===== config.mk =====
export PLATFORM = sky130hd
export DESIGN_NAME = wallace_csa_multiplier_flat
export DESIGN_NICKNAME = d
export VERILOG_FILES = /design/src/rtl/wallace_csa_multiplier_pkg.sv /design/src/rtl/wallace_csa_multiplier_if.sv /design/src/rtl/wallace_csa_multiplier_csa.sv /design/src/rtl/wallace_csa_multiplier.sv /design/src/flat_wrapper.sv
export SDC_FILE = /design/constraint.sdc
export NUM_CORES = 1
export LEC_CHECK = 0
export ABC_AREA = 0
export BUFFER_PORTS_ARGS = -buffer_cell sky130_fd_sc_hd__buf_2
export CORE_MARGIN = 1
export CORE_UTILIZATION = 40
export CTS_CLUSTER_DIAMETER = 120
export CTS_CLUSTER_SIZE = 12
export DETAILED_ROUTE_END_ITERATION = 6
export SYNTH_ARGS = -nofsm -noshare
export SYNTH_HDL_FRONTEND = slang
export SYNTH_HIERARCHICAL = 1
export SYNTH_SLANG_ARGS = --single-unit

===== constraint.sdc =====
create_clock -name clk -period 4.1 [get_ports clk]
set_input_delay 1.025 -clock clk [delete_from_list [all_inputs] [get_ports clk]]
set_output_delay 1.025 -clock clk [all_outputs]
set_load 0.005 [all_outputs]

===== src/rtl/wallace_csa_multiplier_pkg.sv =====
// Shared definitions for the iterative carry-save multiplier front end.
// Holds the FSM state type, the fold rate and the default row width that
// the downstream carry-lookahead stage also uses.
package wallace_pkg;

    typedef enum logic [1:0] {
        IDLE,
        COMPUTE,
        HOLD
    } state_t;

    localparam int unsigned PP_PER_CYCLE  = 4;
    localparam int unsigned WIDTH_DEFAULT = 32;
    localparam int unsigned ITERS         = WIDTH_DEFAULT / PP_PER_CYCLE;
    localparam int unsigned ROW_WIDTH     = 2 * WIDTH_DEFAULT;

    // Number of COMPUTE cycles needed for an operand width.
    function automatic int unsigned iters_for(input int unsigned w);
        return w / PP_PER_CYCLE;
    endfunction

endpackage


===== src/rtl/wallace_csa_multiplier_if.sv =====
// Operand/result handshake bundle for wallace_csa_multiplier.
//   in_valid/in_ready/a/b           : operand channel (master -> slave)
//   out_valid/out_ready/sum_row/carry_row : redundant result channel (slave -> master)
interface wallace_csa_multiplier_if #(
    parameter int unsigned WIDTH = 32
);
    logic                 in_valid;
    logic                 in_ready;
    logic [WIDTH-1:0]     a;
    logic [WIDTH-1:0]     b;
    logic                 out_valid;
    logic                 out_ready;
    logic [2*WIDTH-1:0]   sum_row;
    logic [2*WIDTH-1:0]   carry_row;

    modport master (
        output in_valid, a, b, out_ready,
        input  in_ready, out_valid, sum_row, carry_row
    );

    modport slave (
        input  in_valid, a, b, out_ready,
        output in_ready, out_valid, sum_row, carry_row
    );
endinterface


===== src/rtl/wallace_csa_multiplier_csa.sv =====
// csa_row: W-bit 3:2 compressor row.
//   x, y, z : input vectors
//   sum     : bitwise x^y^z
//   carry   : bitwise majority, shifted left by one; the bit leaving the row is dropped
module csa_row #(
    parameter int unsigned W = 64
) (
    input  logic [W-1:0] x,
    input  logic [W-1:0] y,
    input  logic [W-1:0] z,
    output logic [W-1:0] sum,
    output logic [W-1:0] carry
);
    logic [W-1:0] maj;

    assign sum   = x ^ y ^ z;
    assign maj   = (x & y) | (x & z) | (y & z);
    assign carry = {maj[W-2:0], 1'b0};
endmodule


===== src/rtl/wallace_csa_multiplier.sv =====
// wallace_csa_multiplier: iterative WIDTH x WIDTH unsigned multiplier front end.
// Folds four partial products per cycle into carry-save accumulators and
// presents the two redundant rows, whose modulo-2^(2*WIDTH) sum is a*b.
//   clk   : rising-edge clock
//   rst_n : synchronous active-low reset
//   bus   : slave side of wallace_csa_multiplier_if (operands in, rows out)
module wallace_csa_multiplier
    import wallace_pkg::*;
#(
    parameter int unsigned WIDTH = 32
) (
    input  logic                          clk,
    input  logic                          rst_n,
    wallace_csa_multiplier_if.slave       bus
);
    localparam int unsigned ROW    = 2 * WIDTH;
    localparam int unsigned NITERS = iters_for(WIDTH);
    localparam int unsigned KW     = (NITERS > 1) ? $clog2(NITERS) : 1;
    localparam int unsigned IDXW   = $clog2(WIDTH);

    state_t            state, state_nxt;
    logic [KW-1:0]     k;
    logic [WIDTH-1:0]  a_q, b_q;
    logic [ROW-1:0]    s_q, c_q;
    logic [ROW-1:0]    pp [PP_PER_CYCLE];
    logic [IDXW-1:0]   bit_idx;
    logic [ROW-1:0]    s1, c1, s2, c2, s3, c3, s_nxt, c_nxt;
    logic              accept, last;

    assign bus.in_ready  = (state == IDLE) && rst_n;
    assign bus.out_valid = (state == HOLD);
    assign bus.sum_row   = s_q;
    assign bus.carry_row = c_q;

    assign accept = bus.in_valid && bus.in_ready;
    assign last   = (k == KW'(NITERS - 1));

    always_comb begin
        state_nxt = state;
        case (state)
            IDLE:    if (accept) state_nxt = COMPUTE;
            COMPUTE: if (last) state_nxt = HOLD;
            HOLD:    if (bus.out_ready) state_nxt = IDLE;
            default: state_nxt = IDLE;
        endcase
    end

    // Partial products for bits 4k..4k+3 of the multiplier.
    always_comb begin
        bit_idx = '0;
        for (int unsigned j = 0; j < PP_PER_CYCLE; j++) begin
            bit_idx = IDXW'(PP_PER_CYCLE * 32'(k) + j);
            pp[j]   = b_q[bit_idx] ? (ROW'(a_q) << bit_idx) : '0;
        end
    end

    // 6 -> 4: {S, C, PP0} and {PP1, PP2, PP3}; 4 -> 3; 3 -> 2.
    csa_row #(.W(ROW)) u_l1a (.x(s_q), .y(c_q),   .z(pp[0]), .sum(s1),    .carry(c1));
    csa_row #(.W(ROW)) u_l1b (.x(pp[1]), .y(pp[2]), .z(pp[3]), .sum(s2),  .carry(c2));
    csa_row #(.W(ROW)) u_l2  (.x(s1),  .y(c1),    .z(s2),    .sum(s3),    .carry(c3));
    csa_row #(.W(ROW)) u_l3  (.x(s3),  .y(c3),    .z(c2),    .sum(s_nxt), .carry(c_nxt));

    always_ff @(posedge clk) begin
        if (!rst_n) begin
            state <= IDLE;
            k     <= '0;
            s_q   <= '0;
            c_q   <= '0;
            a_q   <= '0;
            b_q   <= '0;
        end else begin
            state <= state_nxt;
            case (state)
                IDLE: begin
                    if (accept) begin
                        a_q <= bus.a;
                        b_q <= bus.b;
                        s_q <= '0;
                        c_q <= '0;
                        k   <= '0;
                    end
                end
                COMPUTE: begin
                    s_q <= s_nxt;
                    c_q <= c_nxt;
                    k   <= last ? '0 : k + 1'b1;
                end
                default: ;
            endcase
        end
    end
endmodule


===== src/flat_wrapper.sv =====
// flat-port wrapper written by rule: the top's interface ports become plain ports
module wallace_csa_multiplier_flat import wallace_pkg::*;
#(
    parameter int unsigned WIDTH = 32
)
  (clk, rst_n, bus_in_valid, bus_a, bus_b, bus_out_ready, bus_in_ready, bus_out_valid, bus_sum_row, bus_carry_row);
  wallace_csa_multiplier_if #(.WIDTH(WIDTH)) bus_i ();
  input  logic clk;
  input  logic rst_n;
  input wire logic [$bits(bus_i.in_valid)-1:0] bus_in_valid;
  input wire logic [$bits(bus_i.a)-1:0] bus_a;
  input wire logic [$bits(bus_i.b)-1:0] bus_b;
  input wire logic [$bits(bus_i.out_ready)-1:0] bus_out_ready;
  output wire logic [$bits(bus_i.in_ready)-1:0] bus_in_ready;
  output wire logic [$bits(bus_i.out_valid)-1:0] bus_out_valid;
  output wire logic [$bits(bus_i.sum_row)-1:0] bus_sum_row;
  output wire logic [$bits(bus_i.carry_row)-1:0] bus_carry_row;
  assign bus_i.in_valid = bus_in_valid;
  assign bus_i.a = bus_a;
  assign bus_i.b = bus_b;
  assign bus_i.out_ready = bus_out_ready;
  assign bus_in_ready = bus_i.in_ready;
  assign bus_out_valid = bus_i.out_valid;
  assign bus_sum_row = bus_i.sum_row;
  assign bus_carry_row = bus_i.carry_row;
  wallace_csa_multiplier #(.WIDTH(WIDTH)) u_core (.clk(clk), .rst_n(rst_n), .bus(bus_i));
endmodule

---- After elaboration in Yosys (flattened, before gate mapping) ----
Cells that the tools add are included.
Widths: inputs -> output; s select.
operators by class
  $add $sub $neg .......................... 4
  magnitude comparators ................... 4
  equal/unequal tests ..................... 6
  shift-type cells ........................ 4
  multiplexer cells ....................... 22
  bitwise logic cells ..................... 28
  reductions and logical operators ........ 7
operator list
  cell                 count
  $and 63x63->63       12
  $xor 64x64->64       8
  $or 63x63->63        8
  $mux 64              5
  $pmux 64 s2          2
  $shl 32x5->64        4
  $lt 5x6->1 const B   4
  $bmux 1 s5           3
  $add 5x2->5 const B  2
  $mux 2               3
  $mux 3               2
  $pmux 2 s3           1
  $pmux 3 s2           1
  $add 5x1->5 const B  1
  $mux 1               4
  $ne 2x1->1 const B   2
  $reduce_and 2->1     2
  $add 3x1->3 const B  1
  $bmux 1 s3           1
  $eq 3x3->1 const B   1
  $reduce_and 3->1     1
  $eq 2x1->1 const B   1
  $eq 2x2->1 const B   1
  $logic_and 1x1->1    2
  other kinds (3)      3
word-level totals
  bits in registers ....................... 197
  input port bits ......................... 68
  output and inout bits ................... 130

---- Logic depth before layout (Yosys ltp) ----
Gate-level depths: netlist (run 1).
  depth after elaboration ................. 13
  depth in mapped cells ................... 12
  depth with buffers taken out ............ 8

---- Modules after synthesis ----
Netlist (run 1), hierarchy kept.
modules (own cells, without submodules)
  module                  times used  cells each  area each (um2)
  wallace_csa_multiplier  1           1369        11030.6
  csa_row                 4           66          1296.2

---- Worst setup path after synthesis (run 1) ----
Ideal clock, no wire load.
  path kind ............................... reg2reg
  start point ............................. register u_core.k[0]
  end point ............................... register u_core.s_q[27], in the netlist u_core/bus.sum_row[27]
  setup time .............................. 76 ps
  arrival ................................. 3124 ps
  required time ........................... 4024 ps
  path slack .............................. 901 ps
  stages on the path, launching flop included .. 11
  buffers on the path ..................... 2
  cell sequence ........................... dfxtp_1 -> buf_6 -> buf_4 -> mux2_2 -> a22oi_2 -> o31ai_1 -> fa_1 -> fa_1 -> fa_1 -> nand2_1 -> a21boi_0
RTL lines
  element                   RTL line                      source
  start: declaration        wallace_csa_multiplier.sv:22  logic [KW-1:0] k;
  start signal: assignment  wallace_csa_multiplier.sv:86  k <= last ? '0 : k + 1'b1;
  end signal: assignment    wallace_csa_multiplier.sv:84  s_q <= s_nxt;
  end: declaration          wallace_csa_multiplier.sv:24  logic [ROW-1:0] s_q, c_q;

==> flow_summary_export.csv, run 1 <==
group,metric,value,unit
run_status,status,"finished, final reports clean",
timing,period_needed,3924,ps
clock_tree,clockBufferDepth,2,
synthesis,seq_area_frac_synth,24.32,%
timing,hold_violations,0,
routing,wl,49040,um
synthesis,ys_warn_count,6,
critical_path,critPathLaunchType,"flip-flop",
floorplan,initial_core_util,40.72,%
critical_path,critPathMaxFanout,26,
worst_hold_path,hold_path_class,"flip-flop to flip-flop",
synthesis,syn-cell-area,16220,sq um
routing,num_vias,12900,
synthesis,synth-xor-area-share,0.5864,%
finish,final_util,45.79,%
global_routing,grt_pass1_wl,77410,um
synthesis,synth_mux_area_share,8.210,%
finish,n_antenna_cell,0,
power,leakage,0.007613,uW
synthesis,synthAdderAreaFrac,31.27,%
finish,fillers,3929,
critical_path,critPathCaptureType,"flip-flop",
placement,dpl_cell_area,17620,sq um
placement,dpl.hpwl,37500,um
clock_tree,cts_made_buffers,17,
floorplan,dieWidth,203.3,um
power,power.density,251.1,nW/um^2
global_routing,grt_max_degree,126,
clock_tree,cts_root_buffer,"clkbuf_16",
timing,worst_slew_pin_slew,1208,ps
routing,first_pass_iters,5,
critical_path,cp.required,4490,ps
clock_tree,cts_tree,"yes",
floorplan,fp.dieH,203.3,um
clock_tree,clk_pin_slew_worst_paths,70,ps
global_routing,grt_overflow,0,
placement,gp_congestion,0.9406,
timing,rsz0062_at_grt,"false",
clock_tree,cts-htree-levels,4,
critical_path,critical_path_class,"flip-flop to flip-flop",
global_routing,grt.total_usage,24.55,%
synthesis,synth_simple_gate_area_share,16.23,%
floorplan,core_area,39820,sq um
placement,portBuffers,197,
timing,max_freq,0.2548,GHz
finish,postLayoutCellArea,18240,sq um
clock_tree,worst_skew_pair.late_latency,480,ps
routing,final_antenna_net_count,0,
finish,area_growth,12.45,%
timing,setup_viol,0,
flow_run,maxCapViolations,0,
timing,fin_setup_tns,0,ps
floorplan,fp.dieArea,41350,sq um
synthesis,synth-compound-area-share,14.48,%
synthesis,netlist-cell-type-count,43,
floorplan,num_rows,73,
critical_path,critPathArrivalTime,4310,ps
floorplan,ios,198,
synthesis,ys_ff_latch,197,
routing,drc,0,
critical_path,reg2reg_depth,10,
timing,fin_crit_sh,95.71,%
synthesis,synth_top_family_by_area,"adder cells",
clock_tree,clock-sinks,197,
timing,skew,14.99,ps
routing,vias_per_cell,5.593,
synthesis,syn_inst,1633,
routing,post_drt_wl_per_cell,21.26,um
power,irDropWorstVdd,0.2729,mV
global_routing,antenna_found_initial,4,
timing,max_slew_margin,19.49,%
worst_hold_path,holdPathStages,2,
timing,slew_violations,0,
synthesis,avgSynthCellArea,9.930,sq um
finish,fin_nets,2091,
routing,drtIter0Drc,1030,
finish,final_layout_size_suffix_gt1_share,20.65,%
global_routing,grt_pass1_vias,13270,
==> routing by layer <==
| layer | track usage (%) | up-vias | part of all wire (%) |
|---|---|---|---|
| li1 | - | 5838 | - |
| met4 | 8.002 | 8 | 2.3 |
| met5 | 0 | - | 0.094 |
| met1 | 35.00 | 6568 | 46 |
| met3 | 4.107 | 62 | 6.0 |
| met2 | 37.93 | 427 | 46 |
==> final cells by class <==
cell class                      instances  area, sq um  area share, %
Clock buffer                           18        429.2          2.354
Clock inverter                         14        188.9          1.036
Inverter                                4        15.01        0.08234
Multi-Input combinational cell       1307        11580          63.51
Sequential cell                       197         3950          21.66
Tap cell                              525        656.9          3.602
Timing Repair Buffer                  242         1414          7.754
==> where the power goes <==
part	internal, uW	total [uW]	switching [uW]	leakage (uW)
combinational	290	713	423	0.00572
clock	979	1840	860	0.000296
sequential	1960	2030	68.0	0.00160
==> placed cells by master, fill, tap and decap left out, types with 17 or more instances in the layout <==
cell type / n
dfxtp_1: 194
buf_4: 39
buf_2: 196
nand3_1: 179
mux2i_1: 29
conb_1: 20
nand2_1: 288
mux2_2: 39
o31ai_1: 40
nor2_1: 118
a21boi_1: 22
clkbuf_16: 17
o22ai_1: 72
mux4_2: 22
fa_1: 252
a21boi_0: 173
==> what timing repair did <==
action | CTS | global route
setup endpoints to repair | 0 | 2
resized for setup | 0 | 0
hold buffers | 0 | 0
buffers inserted | 0 | 0
==> sequential cells by signal, summed over array words and instances, names as in the netlist <==
signal                cells
u_core/a_q               32
u_core/bus.carry_row     64
u_core/state              2
u_core/k                  3
u_core/bus.sum_row       64
u_core/b_q               32
==> critical path, cell delays in order, from the launching register on <==
cell,delay (ps)
dfxtp_4,610
buf_12,220
buf_12,140
mux2_2,350
a22oi_2,490
o22ai_1,230
fa_1,610
fa_1,450
fa_1,510
nand2_1,50
a21boi_0,170
==> cells in the mapped netlist (all sizes together) <==
cell type	number	area share (%)
nor3b	1	0.046
o31ai	40	1.9
o22ai	72	2.8
dfxtp	197	24
nor3	13	0.56
a22oi	11	0.82
nand3	179	5.5
ha	2	0.15
nand4bb	1	0.069
inv	3	0.069
nor2	119	2.8
clkbuf	46	1.1
mux4	22	3.1
mux2	40	2.8
nand2	290	6.7
and2	1	0.039
nor2b	4	0.15
and2b	2	0.10
a21boi	195	9.0
clkinv	1	0.023
nand2b	2	0.077
and4bb	1	0.077
buf	94	3.6
fa	252	31
or3	1	0.039
conb	5	0.12
xor3	4	0.59
mux2i	35	2.4
==> worst paths after layout <==
| kind | startpoint | to | slack [ps] |
|---|---|---|---|
| max reg2reg | u_core/k[0] | u_core/bus.sum_row[38] | 180 |
| min | u_core/b_q[29] | u_core/b_q[29] | 470 |
| max | u_core/k[0] | u_core/bus.sum_row[38] | 180 |
| min reg2reg | u_core/b_q[29] | u_core/b_q[29] | 470 |
==> cell families (layout without fill, tap and decap cells) <==
logic type                 Yosys count  count (layout)
AOI/OAI and AO/OA                  318             318
xor gates and xnor gates             4               4
adders and majority gates          254             254
buffers and inverters              144             278
DFF                                197             197
muxes                               97              97
other                                5              20
and+or+nand+nor                    614             614
==> through the flow <==
| stage | setup WS, ps | total power [uW] | hold slack [ps] | cells |
|---|---|---|---|---|
| final | 175.8 | 4580 | 465.9 | 2307 |
| after detailed placement | 185.7 | 2781 | 456.8 | 2275 |
| after floorplan | 900.9 | 2558 | 432.6 | 1648 |
| after CTS | 176.0 | 4622 | 467.8 | 2307 |
| after global routing | 0.2869 | 4755 | 468.6 | 2307 |
| after global placement | 242.0 | 2774 | 447.2 | 2275 |
(Power assumes the default switching activity.)
==> run 2, diff against run 1 <==
- RECOVER_POWER: default -> 50
==> flow_summary_export.csv, run 2 (synthesized netlist as in run 1, its figures left out) <==
group,metric,value,unit
power,irDropWorstVdd,0.2719,mV
routing,post_drt_wl_per_cell,21.28,um
floorplan,dieWidth,203.3,um
clock_tree,clk_pin_slew_worst_paths,80,ps
critical_path,critPathArrivalTime,4330,ps
critical_path,critPathCaptureType,"flip-flop",
critical_path,worstPathCellList,"buf_12, buf_12, mux2_2, mux2i_2, o22ai_1, fa_1, fa_1, fa_1, nand2_1, a21boi_0",
timing,fin_setup_tns,0,ps
finish,final_cell_count_no_fill,2307,
critical_path,crit_family,"adder cells",
worst_hold_path,hp-start,"u_core/b_q[29]",
critical_path,cp.required,4500,ps
run_status,violations,"capacitance limit, slew limit",
floorplan,ios,198,
critical_path,max_stage_delay,610,ps
routing,first_pass_iters,5,
run_status,status,"complete, but fails checks",
finish,final_cell_mix,"288 x nand2_1, 252 x fa_1, 194 x dfxtp_1",
finish,n_antenna_cell,0,
power,intPower,3224,uW
placement,gp_congestion,0.9406,
power,power.density,252.3,nW/um^2
critical_path,crit_start,"u_core/k[0]",
timing,period_needed,3930,ps
finish,fillers,3959,
power,power_frac_seq,44.4,%
clock_tree,clockBufferDepth,2,
timing,fin_crit_sh,95.84,%
placement,portBuffers,197,
critical_path,crit_buf_inv,2,
routing,vias_per_cell,5.613,
routing,drtIter0Drc,1084,
timing,max_slew_margin,-49.21,%
global_routing,grt_max_degree,126,
routing,final_antenna_net_count,0,
power,pwr-share-clk,40.1,%
global_routing,grt_overflow,0,
worst_hold_path,hold_path_class,"flip-flop to flip-flop",
global_routing,grt_pass1_wl,77410,um
clock_tree,cts_tree,"yes",
routing,wl,49090,um
floorplan,num_rows,73,
floorplan,core_area,39820,sq um
floorplan,fp.dieArea,41350,sq um
clock_tree,cts-resized-gates,0,
timing,setup_viol,0,
power,switching_share,29.48,%
floorplan,initial_core_util,40.72,%
routing,num_vias,12950,
critical_path,r2r_start,"u_core/k[0]",
clock_tree,clock-sinks,197,
placement,dpl.hpwl,37500,um
global_routing,grt.total_usage,24.55,%
finish,final_common_cell,"nand2_1",
critical_path,critPathLaunchType,"flip-flop",
finish,fin_nets,2091,
clock_tree,cts-htree-levels,4,
timing,rsz0062_at_grt,"false",
power,combPwrFrac,15.5,%
timing,hold_violations,0,
clock_tree,hold_buffers,0,
timing,skew,14.61,ps
floorplan,fp.dieH,203.3,um
clock_tree,cts_made_buffers,17,
timing,max_freq,0.2545,GHz
flow_run,maxCapViolations,2,
global_routing,grt_pass1_vias,13270,
timing,slew_violations,128,
critical_path,cpMostUsedCell,"fa_1",
critical_path,critical_path.slowest_cell,"dfxtp_4",
critical_path,critPathMaxFanout,26,
finish,area_growth,11.76,%
routing,drc,0,
clock_tree,cts_root_buffer,"clkbuf_16",
power,p_sw,1348,uW
placement,dp_cells,2275,
finish,final_layout_size_suffix_gt1_share,16.33,%
critical_path,critical_path_class,"flip-flop to flip-flop",
timing,worst_slew_pin_slew,2238,ps
global_routing,antenna_found_initial,4,
clock_tree,post-cts-setup-buffer-count,0,
power,leakage,0.007275,uW
clock_tree,worst_skew_pair.late_latency,480,ps
run 2: cell count changes in the layout (fill, tap and decap cells not counted), sizes merged:
cell / delta
buf: -76
clkbuf: +76
run 2: worst paths after layout:
path	cells past startpoint	endpoint	slack, ps
max	10	u_core/bus.sum_row[35]	170
max reg2reg	10	u_core/bus.sum_row[35]	170
min	2	u_core/b_q[29]	470
min reg2reg	2	u_core/b_q[29]	470
run 2: final cells by class:
type | instances | area (sq um) | area share, %
multi-input combinational | 1307 | 11580 | 63.90
sequential | 197 | 3950 | 21.80
timing repair buffer | 242 | 1301 | 7.180
tap | 525 | 656.9 | 3.625
clock buffer | 18 | 429.2 | 2.368
clock inverter | 14 | 188.9 | 1.043
inverter | 4 | 15.01 | 0.08285
run 2: power by group through the flow:
stage	Clock (uW)	Combinational, uW	Sequential [uW]
global placement	0	703	2070
finish	1840	709	2030
CTS	1880	712	2030
detailed placement	0	709	2070
floorplan	0	517	2040
global route	1940	774	2040
run 2: metal layers:
layer	wire [um]	global-route usage (%)
met5	43	0
met4	1158	8.002
met3	2901	4.107
met2	22480	37.93
met1	22510	35.00
run 2: per-stage QoR:
stage	hold slack (ps)	power (uW)	utilization, %	worst slack [ps]	area (sq um)
after floorplan	432.6	2558	-	900.9	16270
after global placement	447.2	2774	44.24	242.0	17620
after detailed placement	456.8	2781	44.24	185.7	17620
after CTS	467.8	4622	45.79	176.0	18240
after global routing	486.2	4751	45.51	0.2869	18120
final	466.1	4572	45.51	170.5	18120
run 2: worst reg2reg max path, delay by kind of cell (launching register included):
| family | cells | cell delay (ps) |
|---|---|---|
| fa+ha+maj | 3 | 1590 |
| simple gates | 1 | 50 |
| flops | 1 | 610 |
| compound gates | 2 | 410 |
| mux | 2 | 820 |
| buf+inv | 2 | 380 |
